**src/rtl/instruction_pkg.sv**
```systemverilog
// Shared instruction format: field widths, base-word bit positions, the packed
// instruction record used as queue storage, and the decoder state encoding.
package instruction_pkg;

  localparam int WORD_W   = 32;
  localparam int MAJOR_W  = 4;
  localparam int REG_W    = 5;
  localparam int SCALE_W  = 2;
  localparam int MINOR_W  = 4;
  localparam int ADDR_W   = 48;
  localparam int COUNT_W  = 16;

  localparam int MAJOR_LSB      = 28;
  localparam int SRC1_LSB       = 23;
  localparam int SRC2_LSB       = 18;
  localparam int SCALE_LSB      = 16;
  localparam int DEST_LSB       = 11;
  localparam int MINOR_LSB      = 7;
  localparam int HAS_ADDR_BIT   = 6;
  localparam int OFFSET_SUB_BIT = 5;
  localparam int RSVD_MSB       = 4;

  typedef struct packed {
    logic [MAJOR_W-1:0] major;
    logic [REG_W-1:0]   src1;
    logic [REG_W-1:0]   src2;
    logic [SCALE_W-1:0] scale;
    logic [REG_W-1:0]   dest;
    logic [MINOR_W-1:0] minor;
    logic               has_address;
    logic [ADDR_W-1:0]  address;
    logic               offset_sub;
  } instr_t;

  typedef enum logic [1:0] {
    BASE    = 2'd0,
    ADDR_LO = 2'd1,
    ADDR_HI = 2'd2
  } dec_state_e;

endpackage

```
**src/rtl/instruction_field_extract.sv**
```systemverilog
// Combinational base-word slicer: splits a base word into instruction fields
// (address left zero) and flags nonzero reserved bits.
module instruction_field_extract
  import instruction_pkg::*;
(
  input  logic [WORD_W-1:0] word,
  output instr_t            fields,
  output logic              rsvd_bad
);

  always_comb begin
    fields             = '0;
    fields.major       = word[MAJOR_LSB +: MAJOR_W];
    fields.src1        = word[SRC1_LSB +: REG_W];
    fields.src2        = word[SRC2_LSB +: REG_W];
    fields.scale       = word[SCALE_LSB +: SCALE_W];
    fields.dest        = word[DEST_LSB +: REG_W];
    fields.minor       = word[MINOR_LSB +: MINOR_W];
    fields.has_address = word[HAS_ADDR_BIT];
    fields.offset_sub  = word[OFFSET_SUB_BIT];
    rsvd_bad           = |word[RSVD_MSB:0];
  end

endmodule

```
**src/rtl/instruction_decoder.sv**
```systemverilog
// Reassembles 1- or 3-word instructions from the fetch stream into a held output
// register for the instruction queue. Define IDEC_ILLEGAL_CHECK_EN to drop malformed ones.
module instruction_decoder
  import instruction_pkg::*;
(
  input  logic                clk,
  input  logic                reset,
  input  logic                Flush_in,
  input  logic [WORD_W-1:0]   Word_in,
  input  logic                WordValid_in,
  output logic                WordReady_out,
  input  logic                stall_in,
  output logic                Valid_out,
  output logic [MAJOR_W-1:0]  MajorOpcode_out,
  output logic [REG_W-1:0]    Source1_out,
  output logic [REG_W-1:0]    Source2_out,
  output logic [SCALE_W-1:0]  OffsetScale_out,
  output logic [REG_W-1:0]    Destination_out,
  output logic [MINOR_W-1:0]  MinorOpcode_out,
  output logic                HasAddress_out,
  output logic [ADDR_W-1:0]   Address_out,
  output logic                OffsetSub_out,
  output logic                Illegal_out,
  output logic [COUNT_W-1:0]  InstrCount_out
);

  dec_state_e         state_p0, state_nxt;
  instr_t             base_f, asm_p0, done_instr, out_p1;
  logic [WORD_W-1:0]  addr_lo_p0;
  logic               asm_bad_p0, rsvd_bad;
  logic               vld_p1, illegal_p1;
  logic [COUNT_W-1:0] count_p1;
  logic               out_free, xfer, take, complete, bad_done, drop;

  instruction_field_extract u_extract (
    .word     (Word_in),
    .fields   (base_f),
    .rsvd_bad (rsvd_bad)
  );

  assign out_free      = !vld_p1 || !stall_in;
  assign xfer          = vld_p1 && !stall_in;
  // ADDR_LO never completes, so it can accept even while the output is blocked.
  assign WordReady_out = !Flush_in && ((state_p0 == ADDR_LO) || out_free);
  assign take          = WordValid_in && WordReady_out;

  always_comb begin
    state_nxt  = state_p0;
    complete   = 1'b0;
    bad_done   = 1'b0;
    done_instr = base_f;
    case (state_p0)
      BASE: if (take) begin
        if (base_f.has_address) begin
          state_nxt = ADDR_LO;
        end else begin
          complete = 1'b1;
          bad_done = rsvd_bad;
        end
      end
      ADDR_LO: if (take) state_nxt = ADDR_HI;
      ADDR_HI: if (take) begin
        state_nxt          = BASE;
        complete           = 1'b1;
        bad_done           = asm_bad_p0 || (|Word_in[WORD_W-1:16]);
        done_instr         = asm_p0;
        done_instr.address = {Word_in[15:0], addr_lo_p0};
      end
      default: state_nxt = BASE;
    endcase
  end

`ifdef IDEC_ILLEGAL_CHECK_EN
  assign drop = bad_done;
`else
  logic unused_bad_done;
  assign drop            = 1'b0;
  assign unused_bad_done = bad_done;
`endif

  // Stage p0: assembly registers for the base word and low address word
  always_ff @(posedge clk) begin
    if (take && state_p0 == BASE) begin
      asm_p0     <= base_f;
      asm_bad_p0 <= rsvd_bad;
    end
    if (take && state_p0 == ADDR_LO) addr_lo_p0 <= Word_in;
  end

  // Stage p1: output register held while stalled
  always_ff @(posedge clk) begin
    if (reset) begin
      state_p0   <= BASE;
      vld_p1     <= 1'b0;
      illegal_p1 <= 1'b0;
      count_p1   <= '0;
      out_p1     <= '0;
    end else if (Flush_in) begin
      state_p0   <= BASE;
      vld_p1     <= 1'b0;
      illegal_p1 <= 1'b0;
    end else begin
      state_p0   <= state_nxt;
      illegal_p1 <= complete && drop;
      if (xfer) count_p1 <= count_p1 + 16'd1;
      if (complete && !drop) begin
        vld_p1 <= 1'b1;
        out_p1 <= done_instr;
      end else if (xfer) begin
        vld_p1 <= 1'b0;
      end
    end
  end

  assign Valid_out       = vld_p1;
  assign MajorOpcode_out = out_p1.major;
  assign Source1_out     = out_p1.src1;
  assign Source2_out     = out_p1.src2;
  assign OffsetScale_out = out_p1.scale;
  assign Destination_out = out_p1.dest;
  assign MinorOpcode_out = out_p1.minor;
  assign HasAddress_out  = out_p1.has_address;
  assign Address_out     = out_p1.address;
  assign OffsetSub_out   = out_p1.offset_sub;
  assign Illegal_out     = illegal_p1;
  assign InstrCount_out  = count_p1;

endmodule

```
**config.mk**
```make
export PLATFORM = sky130hd
export DESIGN_NAME = instruction_decoder
export DESIGN_NICKNAME = d
export VERILOG_FILES = /design/src/rtl/instruction_pkg.sv /design/src/rtl/instruction_field_extract.sv /design/src/rtl/instruction_decoder.sv
export SDC_FILE = /design/constraint.sdc
export NUM_CORES = 1
export LEC_CHECK = 0
export BUFFER_PORTS_ARGS = -buffer_cell sky130_fd_sc_hd__clkbuf_2
export CAP_MARGIN = 10
export CORE_UTILIZATION = 25
export CTS_CLUSTER_DIAMETER = 60
export DETAILED_ROUTE_END_ITERATION = 16
export GPL_ROUTABILITY_DRIVEN = 0
export PLACE_DENSITY = 0.42
export SLEW_MARGIN = 25
export SYNTH_ARGS = -nofsm -noshare
export SYNTH_HDL_FRONTEND = slang
export SYNTH_SLANG_ARGS = --single-unit
```
**constraint.sdc**
```tcl
create_clock -name clk -period 3.6 [get_ports clk]
set_input_delay 0.18 -clock clk [delete_from_list [all_inputs] [get_ports clk]]
set_output_delay 0.18 -clock clk [all_outputs]
set_load 0.01 [all_outputs]
```
Yosys cells after proc, flatten, opt, wreduce, memory -nomap -nowiden
Cells that the tools add are included.
- output and inout port bits: 94
- input bits: 37
- bits in registers: 153
- logic and storage cells: 58
- eq/ne operators: 6
- $add $sub $neg: 1
- multiplexer cells: 13
- bitwise logic cells: 1
- reduce and logical (&&, ||, !) cells: 16
- operators by type and width (kind ; count):
    two-way mux 75 bit ; 2
    adder 16 x 1 -> 16 bit, second input constant ; 1
    two-way mux 2 bit ; 4
    != test 2 bit, second input constant ; 4
    case mux 2 bit (3 select lines) ; 1
    logical AND 1 bit ; 5
    two-way mux 1 bit ; 5
    AND reduction 2 bit ; 2
    AND reduction 4 bit ; 1
    zero test 1 bit ; 3
    equality test 2 x 1 -> 1 bit, second input constant ; 1
    equality test 2 bit, second input constant ; 1
    zero test 2 bit ; 1
    logical OR 1 bit ; 2
    case mux 1 bit (2 select lines) ; 1
    nonzero test 2 bit ; 1
    OR reduction 2 bit ; 1
    NOT 1 bit ; 1

Depth between registers and ports, before layout
Gate-level depths: netlist of run 1.
- depth in word-level cells: 8
- mapped depth: 8

Cells and area by module
Synthesis of run 1 repeated with hierarchy kept, for this count alone.
- cells, all modules: 587
- area, all modules: 6612.6 um2
- modules (own cells, without submodules) (module ; seq. area each (um2) ; times used ; area each (um2) ; cells an instance):
    instruction_decoder ; 3653.5 ; 1 ; 6033.3 ; 508
    instruction_field_extract ; 0.0 ; 1 ; 579.3 ; 79

Least setup slack after synthesis of run 1
OpenSTA, ideal clock, no wires.
- path type: register to register
- start point: register state_p0[1]
- end point: register addr_lo_p0[0] (enable)
- path slack: -336 ps
- arrival: 3468 ps
- cell stages (with the launch flop): 6
- library setup time: 468 ps
- clock period less this slack: 3936 ps
- path through: dfxtp_1 -> inv_1 -> clkbuf_1 -> clkbuf_1 -> nand2_1 -> nor3b_1
- word-level cells in the longest chain between the ends: 5
- RTL lines (what ; RTL line ; source):
    start, declared ; instruction_decoder.sv:27 ; dec_state_e state_p0, state_nxt;
    start signal, assigned ; instruction_decoder.sv:103 ; state_p0 <= state_nxt;
    equality test 2 x 1 -> 1 bit (*) ; instruction_decoder.sv:44, instruction_decoder.sv:87 ;
    logical OR 1 bit ; instruction_decoder.sv:44 ; assign WordReady_out = !Flush_in && ((state_p0 == ADDR_LO) || out_free);
    logical AND 1 bit ; instruction_decoder.sv:44 ;
    logical AND 1 bit ; instruction_decoder.sv:45 ; assign take = WordValid_in && WordReady_out;
    logical AND 1 bit (*) ; instruction_decoder.sv:87 ; if (take && state_p0 == ADDR_LO) addr_lo_p0 <= Word_in;
    end signal, assigned ; instruction_decoder.sv:87 ;
    end, declared ; instruction_decoder.sv:29 ; logic [WORD_W-1:0] addr_lo_p0;
Mark *: on every way between the ends. The rest lies on a longest branch, timed or not.
A chain may end at the register's enable or synchronous reset.

Worst setup path in the final report of run 1
- start point: register state_p0[1]
- end point: register out_p1 (netlist bit Source1_out[1])
- word-level cells in the longest chain between the ends: 7
- RTL lines (what ; RTL line ; source):
    equality test 2 x 1 -> 1 bit ; instruction_decoder.sv:44 ;
    logical OR 1 bit ; instruction_decoder.sv:44 ;
    logical AND 1 bit ; instruction_decoder.sv:44 ;
    logical AND 1 bit ; instruction_decoder.sv:45 ;
    two-way mux 1 bit, on equally long branches ; instruction_decoder.sv:62, instruction_decoder.sv:53 ;
    case mux 1 bit (2 select lines) ; instruction_decoder.sv:52 ; case (state_p0)
    AND reduction 2 bit (no source line) ; n/a ;
    end signal, assigned ; instruction_decoder.sv:108 ; out_p1 <= done_instr;
    end, declared ; instruction_decoder.sv:28 ; instr_t base_f, asm_p0, done_instr, out_p1;
Several ways; a longest one is shown, not always the timed one.

==> metrics.txt, run 1 <==
run status complete, no violations; register area share after synthesis 0.680; post-cts resize count 0; Rows 53; unrepaired setup endpoints after global routing no; port buffer count 129; CTS Sinks 153; worst-margin pin slew 1.01 ns; placed inst area 0.00628 mm2; Ys Warns 0; max_slew headroom 0.324; Flop pwr share 0.503; Worst path max stage delay 0.62 ns; setup tns final 0 ns; WL per Instance 16.4 um; Int Power 2.87 mW; CTS max path bufs 2; Setup crit end kind flop; leakage power 2.67 nW; final slew viol count 0; Skew-Pair Late Insertion Delay 0.42 ns; DRC 0; Comb power frac 0.048; grt total ovfl 0; DRT iter0 DRCs 271; Core Footprint 0.0210 mm2; Layout area overhead 31.1%; ys flop type dfxtp_1; metal3 WL 812 um; Die Y-Extent 149 um; Vias/cell 4.58; CP Cell Sequence inv_1, buf_4, nand2_1, o22ai_1, a221oi_1; maximum VDD drop 291 uV; dominant cells by area after synthesis dfxtp_1, edfxtp_1, a22oi_1, a221oi_1, nor2_1; Crit-path slowest cell nand2_1; switching power 0.793 mW; Initial Util 0.255; Startpoint Class flop; Hold Vio Cnt, Final 0; WP data required 3.85 ns; diodes inserted 0; TritonCTS clock tree built; total wire length 14500 um; Crit Path Category flop to flop; HPWL reported at the end of detailed placement 9280 um; worst hold path class input port to flop; NumNets Final 630; Setup Skew 0.00465 ns; Top Metal Used met4; layout cells sized above 1 0.276; Power Density 521 mW/mm2; final instance area 0.00704 mm2; Die Area 0.0221 mm2; total number of H-tree levels 4; Max Freq 0.430 GHz; number of distinct library cells after synthesis 40; cells after synthesis 452; Top Ports 131; vias after detailed routing 4031; TritonCTS buffer count 17; Post-synth EDFFs 59; routed length on met2 6750 um; fillers 2090; Synth area leader dfxtp_1; Post-Route Utilization 0.335; first-pass GRT wire length 22200 um; Total Routing Usage GR 0.134; largest net degree at the start of global routing 95; Reg clk slew, reported paths 0.06 ns; critical path fanouts, max 26; Pre-antenna DRT Iters 4; post-route ant nets 0; initial antenna violation count 0; Post-synth ARST share 0; maxcap violations 0; Final period util 0.646; Mapped Area 0.00537 mm2; Seq cells post-synth 153; Clk pwr share 0.448; Synth Net Count 490; Final setup viols 0; Crit path arrival time 2.58 ns; area share of the leading cell type in the synthesized netlist 0.350; vias in the first global route 3901; Post-Synthesis Mean Instance Area 11.9 um2; Die X 149 um; M1 WL 6630 um; Sw Share 0.216; Tmin final 2.33 ns; Clock Tree Root clkbuf_16
synthesized netlist by cell type, types with 3 or more instances:
library cell / count
nor2_1: 59
and3_1: 4
inv_1: 29
nand3_1: 6
xor2_1: 4
clkbuf_1: 30
nand2_1: 10
nor3b_1: 3
nand4_1: 5
o22ai_1: 26
o21ai_0: 3
a211oi_1: 3
edfxtp_1: 59
a221oi_1: 26
dfxtp_1: 94
a21oi_1: 8
xnor2_1: 6
a22oi_1: 48
cells by family (layout without fill, tap and decap cells):
| family | count (synthesis) | count (layout) | share of synthesized area |
|---|---|---|---|
| DFF | 153 | 153 | 0.680 |
| buffers and inverters | 66 | 219 | 0.0508 |
| xor gates and xnor gates | 10 | 10 | 0.0163 |
| AOI/OAI and AO/OA | 118 | 118 | 0.160 |
| and+or+nand+nor | 103 | 103 | 0.0899 |
| other | 1 | 1 | 0.000698 |
| adders and majority gates | 1 | 1 | 0.00233 |
flip-flops by register name, indices dropped and copies added (netlist names):
| signal | cells |
|---|---|
| MinorOpcode_out | 4 |
| addr_lo_p0 | 32 |
| Address_out | 48 |
| state_p0 | 2 |
| InstrCount_out | 16 |
| OffsetSub_out | 1 |
| Destination_out | 5 |
| MajorOpcode_out | 4 |
| OffsetScale_out | 2 |
| Valid_out | 1 |
| asm_p0 | 27 |
| HasAddress_out | 1 |
| Source1_out | 5 |
| Source2_out | 5 |
timing repair:
item | CTS | global route
hold buffers | 22 | 0
hold endpoints to repair | 39 | 0
buffers inserted | 0 | 0
path summary, 6_finish.rpt:
kind                           start  slack, ns  depth (start not counted)                  to
setup / recovery         state_p0[1]       1.27                          5      Source1_out[1]
hold / removal            Word_in[9]       0.04                          1          asm_p0[52]
setup reg to reg         state_p0[1]       1.27                          5      Source1_out[1]
hold reg to reg   MinorOpcode_out[0]       0.47                          2  MinorOpcode_out[0]
critical path: cells and delay by family (launching register included):
family,cells,cell delay [ns]
AOI/OAI and AO/OA,2,0.49
buffers and inverters,2,0.71
DFF,1,0.34
and+or+nand+nor,1,0.62
layer usage:
metal  track usage  vias to the layer above
li1              -                     1951
met1         0.170                     1942
met2         0.213                      120
met3        0.0396                       18
met4        0.0562                        0
met5             0                        -
layout by cell type, fill, tap and decap left out, types with 4 or more instances in the layout:
cell type	n
inv_1	29
xnor2_1	6
clkbuf_16	17
nor2_1	59
dfxtp_1	94
clkinv_2	4
a221oi_1	26
clkbuf_2	128
a21oi_1	8
o22ai_1	26
nand4_1	5
a22oi_1	48
nand2_1	10
nand3_1	6
edfxtp_1	59
buf_4	6
xor2_1	4
dlygate4sd3_1	22
stage by stage:
stage               std cells  setup WS (ns)  power [mW]  hold WS [ns]
finish                    880           1.27        3.67        0.0356
detailed placement        826           1.20        2.04         0.379
CTS                       880           1.21        3.72       0.00804
global route              880           1.04        3.81        0.0169
floorplan                 452          0.780        1.96         0.279
global placement          826           1.29        2.04         0.383
power groups by stage:
stage          Combinational [mW]  Sequential, mW  Clock, mW
2_1_floorplan              0.0707            1.89          0
3_3_place_gp                0.157            1.88          0
3_5_place_dp                0.160            1.88          0
4_1_cts                     0.180            1.85       1.70
5_1_grt                     0.193            1.85       1.77
6_report                    0.177            1.85       1.64
layout make-up:
class | count | area, um2 | area share
clock buffer | 22 | 464 | 0.0659
clock inverter | 10 | 77.6 | 0.0110
inverter | 29 | 109 | 0.0155
multi-input combinational | 233 | 1460 | 0.207
sequential | 153 | 3650 | 0.519
tap | 275 | 344 | 0.0489
timing repair buffer | 158 | 937 | 0.133
Note: power is estimated with default switching activity, not from simulation.
==> inputs of run 2 (changes only) <==
--- a/config.mk
+++ b/config.mk
@@ -11,7 +11,7 @@
 export CTS_CLUSTER_DIAMETER = 60
 export DETAILED_ROUTE_END_ITERATION = 16
 export GPL_ROUTABILITY_DRIVEN = 0
-export PLACE_DENSITY = 0.42
+export PLACE_DENSITY = 0.4
 export SLEW_MARGIN = 25
 export SYNTH_ARGS = -nofsm -noshare
 export SYNTH_HDL_FRONTEND = slang
==> constraint.sdc (replaced) <==
create_clock -name clk -period 2.3 [get_ports clk]
set_input_delay 0.115 -clock clk [delete_from_list [all_inputs] [get_ports clk]]
set_output_delay 0.115 -clock clk [all_outputs]
set_load 0.01 [all_outputs]
==> run 2 against run 1 <==
  * Via count rose by 1.7%
  * Combinational power rose by 70%
  * Die area did not move
  * Non-clock buffer count rose by 19
  * Count of clock-buffer cells in the layout fell by 3
  * Clock skew rose by 0.0056 ns
  * First-iteration DRC count fell by 20%
  * Sequential cell count did not move
  * Sequential power rose by 56%
  * Register-to-register slack got worse by 0.86 ns
  * Cell count rose by 2.0%
  * Cell area rose by 3.4%
  * Critical path type unchanged
  * Critical endpoint is now InstrCount_out[15]
  * Largest power group unchanged
  * Highest routed layer unchanged
==> metrics.txt, run 2 (synthesis results as in run 1) <==
max FFs per register 48; leakage power 2.78 nW; setup tns final 0 ns; Top Ports 131; port buffer count 129; Worst path max stage delay 0.49 ns; maxcap violations 0; DRT iter0 DRCs 218; CP Cell Sequence or3b_4, or2_1, or4_1, a21oi_1; layout cells sized above 1 0.286; Die Y-Extent 149 um; Largest delay share family, worst path simple AND/OR/NAND/NOR gates; Startpoint Class flop; non-filler cells, final 898; largest net degree at the start of global routing 51; WHS Path Cells 2; hold buffers post-CTS 33; Crit path depth 4; initial antenna violation count 0; max_slew headroom 0.611; diodes inserted 0; Tmin final 1.88 ns; Rows 53; post-placement cell count 834; Die X 149 um; placed inst area 0.00636 mm2; maximum VDD drop 497 uV; Die Area 0.0221 mm2; Initial Util 0.255; Power Density 826 mW/mm2; vias in the first global route 4063; Crit Path Category flop to flop; NumNets Final 649; CTS max path bufs 2; Max Freq 0.531 GHz; Final period util 0.819; first-pass GRT wire length 22900 um; Setup Skew 0.0103 ns; WL per Instance 16.3 um; TritonCTS clock tree built; worst-margin pin slew 0.583 ns; most common cell after layout, fill and taps aside clkbuf_2; Crit path arrival time 2.23 ns; HPWL reported at the end of detailed placement 9460 um; final slew viol count 0; Setup crit end kind flop; total wire length 14600 um; Layout area overhead 35.6%; Post-Route Utilization 0.347; Crit-path slowest cell or4_1; worst r2r path cells 4; Tot Pwr 6.02 mW; grt total ovfl 0; post-CTS setup buffers 0; post-route ant nets 0; Total Routing Usage GR 0.138; total number of H-tree levels 4; worst hold path class input port to flop; TritonCTS buffer count 17; DRC 0; vias after detailed routing 4099; Pre-antenna DRT Iters 6; Hold Vio Cnt, Final 0; Clock Tree Root clkbuf_16; critical path fanouts, max 7; worst path bufs/invs 0; WP data required 2.65 ns; most frequent cells in the layout clkbuf_2, dfxtp_1, nor2_1, edfxtp_1, a22oi_1; Skew-Pair Late Insertion Delay 0.42 ns; run status complete, no violations; Vias/cell 4.56; post-cts resize count 0; Reg clk slew, reported paths 0.06 ns; Final setup viols 0; CTS Sinks 153; unrepaired setup endpoints after global routing no; final instance area 0.00728 mm2; Core Footprint 0.0210 mm2
[run 2: cell count changes in the layout (fill, tap and decap cells not counted), sizes merged]
cell and delta:
dlygate4sd3 +11, buf +8, clkinv -2, inv +1, clkbuf -3, clkinvlp +1
bufinv +2
[run 2: area by class of cell]
type / count / area [um2]
clock buffers: 19 / 443
clock inverters: 12 / 150
fillers: 2143 / 13700
inverters: 29 / 109
multi-input cells: 233 / 1460
flip-flops and latches: 153 / 3650
well taps: 275 / 344
repair buffers: 177 / 1130
[run 2: path summary, 6_finish.rpt]
kind | start | to | slack [ns]
worst min register to register | MajorOpcode_out[3] | MajorOpcode_out[3] | 0.47
worst max register to register | Valid_out | InstrCount_out[15] | 0.42
worst min-delay path | Flush_in | state_p0[1] | 0.02
worst max-delay path | Valid_out | InstrCount_out[15] | 0.42
[run 2: power by group]
group	internal, mW	switching, mW
Combinational	0.124	0.178
Sequential	2.87	0.0198
Clock	1.73	1.10
[run 2: stage by stage]
stage	setup slack, ns	hold WS [ns]
floorplan	0.116	0.214
detailed placement	0.438	0.323
global placement	0.489	0.322
finish	0.417	0.0227
global route	0.348	0.0206
CTS	0.415	0.00276
[run 2: metal layers]
layer  GRT usage  routed length (um)
met1       0.179                6800
met2       0.210                6710
met3      0.0442                 865
met4      0.0572                 240
met5           0                   0
==> inputs of run 3 (changes only) <==
==> constraint.sdc (replaced) <==
create_clock -name clk -period 2 [get_ports clk]
set_input_delay 0.1 -clock clk [delete_from_list [all_inputs] [get_ports clk]]
set_output_delay 0.1 -clock clk [all_outputs]
set_load 0.01 [all_outputs]
==> run 3 against run 2 <==
  * Cell count up 0.67%
  * First-iteration DRC count up 0.92%
  * Count of clock-buffer cells in the layout up 2
  * Via count up 1.6%
  * Sequential share of layout area down 0.30 points
  * Clock power up 13%
  * Worst hold slack better by 0.025 ns
==> metrics.txt, run 3 (synthesis results as in run 1) <==
CTS max path bufs 2; maximum VDD drop 558 uV; Skew-Pair Late Insertion Delay 0.42 ns; Reg clk slew, reported paths 0.06 ns; initial antenna violation count 0; grt total ovfl 0; leakage power 2.81 nW; worst r2r path cells 4; Power Density 938 mW/mm2; Core Footprint 0.0210 mm2; final slew viol count 0; Tot Pwr 6.87 mW; Crit path arrival time 2.19 ns; Hold Vio Cnt, Final 0; post-CTS setup buffers 0; Top Metal Used met4; final setup margin 0.155 ns; Worst path max stage delay 0.49 ns; fillers 2094; total number of H-tree levels 4; TritonCTS clock tree built; critical path fanouts, max 7; maxcap violations 0; total wire length 14900 um; DRC 0; Setup Skew 0.00820 ns; vias after detailed routing 4164; Post-Route Utilization 0.349; hold buffers post-CTS 33; Crit path depth 4; post-route ant nets 0; CTS Sinks 153; Clock Tree Root clkbuf_16; most frequent cells in the layout clkbuf_2, dfxtp_1, nor2_1, edfxtp_1, a22oi_1; routed length on met2 7020 um; TritonCTS buffer count 17; CP Cell Sequence or3b_4, or2_1, or4_1, a21oi_1; Max Freq 0.542 GHz; Hold Startpoint Flush_in; Top Ports 131; most common cell after layout, fill and taps aside clkbuf_2; unrepaired setup endpoints after global routing no; Die Area 0.0221 mm2; HPWL reported at the end of detailed placement 9480 um; vias in the first global route 4198; Crit-path slowest cell or4_1; WHS Path Cells 3; Largest delay share family, worst path simple AND/OR/NAND/NOR gates; Vias/cell 4.61; layout cells sized above 1 0.299; WL per Instance 16.5 um; DRT iter0 DRCs 220; metal3 WL 814 um; Initial Util 0.255; Multi-input gate area 0.00147 mm2; run status complete, no violations; max FFs per register 48; final instance area 0.00733 mm2; Die Y-Extent 149 um; Crit Path Category flop to flop; worst-margin pin slew 0.487 ns; worst path bufs/invs 0; Final period util 0.923; post-cts resize count 0; Total Routing Usage GR 0.141; Tmin final 1.85 ns; worst r2r src Valid_out; Rows 53; M1 WL 6810 um; WP data required 2.35 ns; NumNets Final 654; Die X 149 um; first-pass GRT wire length 23500 um; port buffer count 129; worst hold path class input port to flop; CP startpoint Valid_out; largest net degree at the start of global routing 62; Final setup viols 0; diodes inserted 0; Setup crit end kind flop; register area 0.00365 mm2; pre-CTS setup slack 0.172 ns; Startpoint Class flop; max_slew headroom 0.672; Layout area overhead 36.5%; placed inst area 0.00641 mm2; Pre-antenna DRT Iters 4
## run 3: changes by cell type in the layout (fill, tap and decap cells not counted), sizes merged
| cell | change |
|---|---|
| bufinv | -1 |
| clkinvlp | +2 |
| buf | +5 |
| clkbuf | +2 |
| clkinv | -2 |
## run 3: metal layers
layer  vias to the layer above  GRT usage
li1                       2004          -
met1                      2026      0.174
met2                       115      0.228
met3                        19     0.0423
met4                         0     0.0613
met5                         -          0
## run 3: layout make-up
cell class | instances | area share
timing repair buffer | 182 | 0.159
clock inverter | 11 | 0.0164
sequential | 153 | 0.499
tap | 275 | 0.0469
multi-input combinational | 233 | 0.200
clock buffer | 21 | 0.0643
inverter | 29 | 0.0148
## run 3: worst paths after layout
path                   endpoint  slack, ns
max          InstrCount_out[15]       0.15
min                   Valid_out       0.05
max reg2reg  InstrCount_out[15]       0.15
min reg2reg      Source1_out[4]       0.47
## run 3: power breakdown
| part | internal, mW | switching (mW) |
|---|---|---|
| Clock | 1.94 | 1.27 |
| Sequential | 3.30 | 0.0232 |
| Combinational | 0.144 | 0.206 |
| Total | 5.38 | 1.49 |
## run 3: through the flow
stage | TNS (ns) | instances | hold slack (ns)
2_1_floorplan | -0.316 | 452 | 0.199
3_3_place_gp | 0 | 839 | 0.306
3_5_place_dp | 0 | 839 | 0.308
4_1_cts | 0 | 904 | 0.0285
5_1_grt | 0 | 904 | 0.0279
6_report | 0 | 904 | 0.0475
## run 3: worst reg2reg max path, cell delays in order (launching register included)
cell     delay [ns]
dfxtp_1        0.39
or3b_4         0.44
or2_1          0.32
or4_1          0.49
a21oi_1        0.14
